File: config.mk
export PLATFORM = sky130hd
export DESIGN_NAME = jtag_mem_arbiter
export DESIGN_NICKNAME = d
export VERILOG_FILES = /design/src/rtl/jtag_arb_pkg.sv /design/src/rtl/jtag_arb_ptr.sv /design/src/rtl/jtag_mem_arbiter.sv
export SDC_FILE = /design/constraint.sdc
export NUM_CORES = 1
export LEC_CHECK = 0
export BUFFER_PORTS_ARGS = -buffer_cell sky130_fd_sc_hd__buf_2
export CORE_ASPECT_RATIO = 0.6
export CORE_MARGIN = 2
export CORE_UTILIZATION = 52
export CTS_CLUSTER_DIAMETER = 30
export DETAILED_ROUTE_END_ITERATION = 6
export PLACE_DENSITY = 0.87
export SLEW_MARGIN = 5
export SYNTH_ARGS = -nofsm -noshare
export SYNTH_HDL_FRONTEND = slang
export SYNTH_HIERARCHICAL = 1
export SYNTH_SLANG_ARGS = --single-unit
File: constraint.sdc
create_clock -name clk_p -period 5.55 [get_ports clk_p]
set_input_delay 0.555 -clock clk_p [delete_from_list [all_inputs] [get_ports clk_p]]
set_output_delay 0.555 -clock clk_p [all_outputs]
set_load 0.005 [all_outputs]
File: src/rtl/jtag_arb_pkg.sv
// Shared types and constants for the JTAG/system memory arbiter.
package jtag_arb_pkg;

  typedef enum logic {
    IDLE  = 1'b0,
    ISSUE = 1'b1
  } state_t;

  localparam logic OWN_JTAG = 1'b0;
  localparam logic OWN_SYS  = 1'b1;

  // Width of the JTAG fairness counter (fair build only).
  localparam int unsigned FAIR_CW = 4;

endpackage

File: src/rtl/jtag_arb_ptr.sv
// JTAG auto-increment address pointer: load, increment, wraps modulo 2^AW.
module jtag_arb_ptr #(
  parameter int unsigned AW = 32
) (
  input  logic          clk_p,
  input  logic          rst_top,
  input  logic          load,
  input  logic          inc,
  input  logic [AW-1:0] load_val,
  output logic [AW-1:0] ptr
);

  always_ff @(posedge clk_p or negedge rst_top) begin
    if (!rst_top)  ptr <= '0;
    else if (load) ptr <= load_val;
    else if (inc)  ptr <= ptr + AW'(1);
  end

endmodule

File: src/rtl/jtag_mem_arbiter.sv
// Two-requester (JTAG / system) arbiter and sequencer for a single-port memory.
// Define JTAG_ARB_FAIR_EN to bound consecutive JTAG grants while the system waits.
module jtag_mem_arbiter
  import jtag_arb_pkg::*;
#(
  parameter int unsigned AW       = 32,
  parameter int unsigned DW       = 32,
  parameter int unsigned FAIR_LIM = 4
) (
  input  logic          clk_p,
  input  logic          rst_top,
  input  logic          jt_req,
  input  logic          jt_we,
  input  logic          jt_inc,
  input  logic [AW-1:0] jt_addr,
  input  logic [DW-1:0] jt_wdata,
  output logic          jt_gnt,
  output logic          jt_rvalid,
  output logic [DW-1:0] jt_rdata,
  input  logic          sys_req,
  input  logic          sys_we,
  input  logic [AW-1:0] sys_addr,
  input  logic [DW-1:0] sys_wdata,
  output logic          sys_gnt,
  output logic          sys_rvalid,
  output logic [DW-1:0] sys_rdata,
  output logic          mem_en,
  output logic          mem_we,
  output logic [AW-1:0] mem_addr,
  output logic [DW-1:0] mem_wdata,
  input  logic [DW-1:0] mem_rdata,
  output logic          owner
);

  if (FAIR_LIM < 1 || FAIR_LIM > 15) begin : g_bad_fair_lim
    $error("jtag_mem_arbiter: FAIR_LIM must be in 1..15");
  end

  state_t        state;
  logic [AW-1:0] ptr;
  logic          sys_win_c;
  logic          jt_win_c;
  logic [AW-1:0] jt_sel_addr_c;

`ifdef JTAG_ARB_FAIR_EN
  localparam logic [FAIR_CW-1:0] FAIR_LIM_C = FAIR_CW'(FAIR_LIM);
  logic [FAIR_CW-1:0] fair_cnt;

  always_comb sys_win_c = sys_req && (!jt_req || (fair_cnt == FAIR_LIM_C));

  // Counts JTAG wins taken over a waiting system request; a system win clears it.
  always_ff @(posedge clk_p or negedge rst_top) begin
    if (!rst_top) begin
      fair_cnt <= '0;
    end else if (state == IDLE) begin
      if (sys_win_c)             fair_cnt <= '0;
      else if (jt_req && sys_req) fair_cnt <= fair_cnt + FAIR_CW'(1);
    end
  end
`else
  always_comb sys_win_c = sys_req && !jt_req;
`endif

  always_comb begin
    jt_win_c      = jt_req && !sys_win_c;
    jt_sel_addr_c = jt_inc ? ptr : jt_addr;
  end

  jtag_arb_ptr #(.AW(AW)) u_ptr (
    .clk_p    (clk_p),
    .rst_top  (rst_top),
    .load     ((state == IDLE) && jt_win_c && !jt_inc),
    .inc      ((state == IDLE) && jt_win_c && jt_inc),
    .load_val (jt_addr + AW'(1)),
    .ptr      (ptr)
  );

  // Command is captured straight into the memory-side registers on the IDLE->ISSUE edge.
  always_ff @(posedge clk_p or negedge rst_top) begin
    if (!rst_top) begin
      state      <= IDLE;
      jt_gnt     <= 1'b0;
      sys_gnt    <= 1'b0;
      jt_rvalid  <= 1'b0;
      sys_rvalid <= 1'b0;
      mem_en     <= 1'b0;
      mem_we     <= 1'b0;
      mem_addr   <= '0;
      mem_wdata  <= '0;
      owner      <= OWN_JTAG;
    end else begin
      case (state)
        IDLE: begin
          jt_rvalid  <= 1'b0;
          sys_rvalid <= 1'b0;
          if (jt_win_c) begin
            state     <= ISSUE;
            jt_gnt    <= 1'b1;
            mem_en    <= 1'b1;
            mem_we    <= jt_we;
            mem_addr  <= jt_sel_addr_c;
            mem_wdata <= jt_wdata;
            owner     <= OWN_JTAG;
          end else if (sys_win_c) begin
            state     <= ISSUE;
            sys_gnt   <= 1'b1;
            mem_en    <= 1'b1;
            mem_we    <= sys_we;
            mem_addr  <= sys_addr;
            mem_wdata <= sys_wdata;
            owner     <= OWN_SYS;
          end
        end
        ISSUE: begin
          state      <= IDLE;
          jt_gnt     <= 1'b0;
          sys_gnt    <= 1'b0;
          mem_en     <= 1'b0;
          mem_we     <= 1'b0;
          jt_rvalid  <= (owner == OWN_JTAG) && !mem_we;
          sys_rvalid <= (owner == OWN_SYS) && !mem_we;
        end
        default: state <= IDLE;
      endcase
    end
  end

  // Memory read data arrives in the rvalid cycle, so it is gated rather than registered.
  assign jt_rdata  = jt_rvalid  ? mem_rdata : '0;
  assign sys_rdata = sys_rvalid ? mem_rdata : '0;

endmodule

==> results.yml <==
routing:
  drc_errors: 0
  ant_nets: 0
  viasPerCell: 5.693
  routed_wl_um: 22700
  dr.pass1.iters: 5
  vias: 7003
  drt_iter0_drc: 645
  routedWlPerCell_um: 18.45
layout:
  final_cell_mix: "buf_2, dfrtp_1, nand2_1"
  drive_above_1_share_pct: 32.02
  multi_input_comb_area_um2: 3734
  seqCellArea_um2: 2603
  reg_top3: "mem_addr x32, mem_wdata x32, u_ptr/ptr x32"
  syn_to_final_growth_pct: 28.50
  fin_nets: 1226
  fill_cells: 1014
  final_cells: 1230
  final_common_cell: "buf_2"
cts:
  ctsHoldBuffers: 0
  cts.reportedPaths.clkPinSlew_ns: 0.08
  cts_tree: "built"
  post-cts-setup-buffers: 0
  clk_latency_ns: 0.36
  cts_made_buffers: 9
  root_buffer: "clkbuf_16"
  cts_resized: 0
  clock_sinks: 104
  htree_levels: 3
  clk_path_buf_depth: 2
setup_path:
  crit_buf_inv: 4
  crit_family: "simple AND/OR/NAND/NOR gates"
  path_cells: "buf_2, clkinv_1, buf_4, nor2_1, buf_4, and2_1, nand4_4, or4_1, or4_1, a31oi_1"
  cp.depth: 10
  r2r_end: "u_ptr/ptr[27]"
  cp_slowest_cell: "or4_1"
  regToRegSetupSlack_ns: 2.49
  crit_arrival_ns: 3.63
  critPathKind: "input port to flip-flop"
  worstRegToRegCells: 7
  crit_fanout: 43
  crit_end: "u_ptr/ptr[27]"
  critPathCaptureType: "flip-flop"
  cp_data_required_time_ns: 5.80
  startpoint_type: "input port"
  rr_startpoint: "state"
  startpoint: "jt_req"
  cp_slowest_stage_delay_ns: 0.83
place:
  gp_congestion: 0.9559
  portBuffers: 301
  dp_hpwl_um: 17450
  placedCellCount: 1211
power:
  clkPwrFrac_pct: 26.5
  p_switching_mw: 0.8768
  combinationalPowerShare_pct: 28.7
  power_density_nw_per_um2: 285.1
  swShare_pct: 36.14
  leakage_nw: 4.218
  internal-power_mw: 1.549
  vdd_drop_max_mv: 0.2022
  seqPwrFrac_pct: 44.8
timing:
  min_period_over_period_pct: 60.96
  worstMarginPinSlew_ns: 1.013
  fin_crit_ns: 3.384
  setup_viol: 0
  clock.fmax_ghz: 0.2955
  slew_headroom_pct: 31.84
  slew_violations: 0
  grt_setup_unrepaired: "no"
  setup_tns_ns: 0
  hold_viol: 0
  fin_worst_skew_ns: 0.01399
yosys:
  synth-seq-area-share_pct: 39.30
  ys_warn_count: 6
  syn_area_per_cell_um2: 8.392
  ys_ff_latch: 104
  syn_nets: 958
  syn-cell-area_um2: 6621
  synth_cells: 789
  synth.distinct_cells: 46
global_route:
  use_met2_pct: 47.82
  grt_max_degree: 62
  top_usage_layer: "met2"
  first_global_vias: 6219
  grt-ovfl-total: 0
  met1_usage_pct: 47.02
  antenna_found_initial: 4
  grt_pass1_wl_um: 34150
  grt_use_total_pct: 31.99
  grt_util_met3_pct: 7.889
floorplan:
  die-area_um2: 13680
  boundaryPins: 302
  core_area_um2: 12260
  die_h_um: 91.41
  placementRows: 31
  start_util_pct: 54.02
  die_w_um: 149.7
hold_path:
  hold_path_class: "input port to asynchronous set/reset pin"
run_status:
  status: "completed"
flow_run:
  max_cap_violations: 0
==> per-stage QoR <==
step	util, %	cell area [um2]	hold slack (ns)	setup slack (ns)	power, mW
floorplan	-	6621	0.2594	2.345	1.420
global placement	66.88	8198	0.4581	2.085	1.750
detailed placement	66.88	8198	0.4649	1.970	1.780
CTS	69.35	8501	0.2024	2.282	2.417
global route	69.38	8503	0.2204	2.121	2.553
finish	69.42	8508	0.1756	2.166	2.426
==> power by group through the flow <==
| stage | Combinational (mW) | Clock (mW) | Sequential, mW |
|---|---|---|---|
| 2_1_floorplan | 0.360 | 0 | 1.06 |
| 3_3_place_gp | 0.666 | 0 | 1.08 |
| 3_5_place_dp | 0.688 | 0 | 1.09 |
| 4_1_cts | 0.691 | 0.647 | 1.08 |
| 5_1_grt | 0.767 | 0.677 | 1.11 |
| 6_report | 0.697 | 0.643 | 1.09 |
==> cell type report <==
type,instances,share of cell area (%)
diodes,3,0.08824
clock buffers,9,2.647
clock inverters,7,0.9118
inverters,23,1.015
multi-input cells,610,43.88
flip-flops and latches,104,30.59
well taps,165,2.426
repair buffers,309,18.44
==> cell usage after synthesis (all sizes together) <==
library cell  count  share of area (%)
o211ai            2               0.23
a31oi            12                1.1
clkinv            3               0.17
nand4            16                1.7
and4              3               0.40
buf              10               0.87
inv              20                1.1
or3               5               0.47
nand4b            1               0.13
nand4bb           2               0.34
o41ai             3               0.40
clkbuf           42                2.4
nand3            26                2.0
a22oi             3               0.34
and3b             1               0.13
o31ai             6               0.68
nor3             14                1.1
nor4             12                1.6
and3              4               0.38
nand2b            1              0.095
a21oi            34                2.6
dfrtp           104                 39
a21bo             1               0.15
or2               2               0.19
mux2i            65                9.8
nor2             86                4.9
nor2b             4               0.38
and2             67                6.3
xnor2            26                3.4
or4bb             1               0.17
o21ai            72                5.4
mux2              2               0.34
a221oi           11                1.5
ha                2               0.38
o21bai            1               0.11
or4              12                1.4
nand2            93                5.3
xor2             19                2.5
nor3b             1               0.11
==> worst min-delay path by stage <==
| stage | end | start | cells past startpoint |
|---|---|---|---|
| finish | mem_addr[5] | rst_top | 1 |
| CTS | mem_addr[5] | rst_top | 1 |
| global route | mem_addr[5] | rst_top | 1 |
| global placement | mem_wdata[1] | mem_wdata[1] | 2 |
| detailed placement | mem_wdata[27] | mem_wdata[27] | 2 |
| floorplan | jt_gnt | rst_top | 0 |
==> per-layer routing <==
layer  part of all wire, %  vias to the layer above
met5                     0                        -
met4                   1.1                        0
met3                    11                       31
met2                    44                      369
met1                    43                     3313
li1                      -                     3290
==> worst reg2reg max path, cell delays in order (launching register included) <==
cell and delay (ns):
dfrtp_1 0.40, nor2_1 0.12, buf_4 0.22, and2_1 0.36, nand4_4 0.20, or4_1 0.83, or4_1 0.61, a31oi_1 0.22
==> cell families after synthesis <==
group,count (synthesis),share of synthesized area (%)
and+or+nand+nor,351,27.14
AOI/OAI and AO/OA,145,12.51
DFF,104,39.30
muxes,67,10.17
adders and majority gates,2,0.3779
buffers and inverters,75,4.554
xor gates and xnor gates,45,5.952
Power figures use the tool's default switching activity.
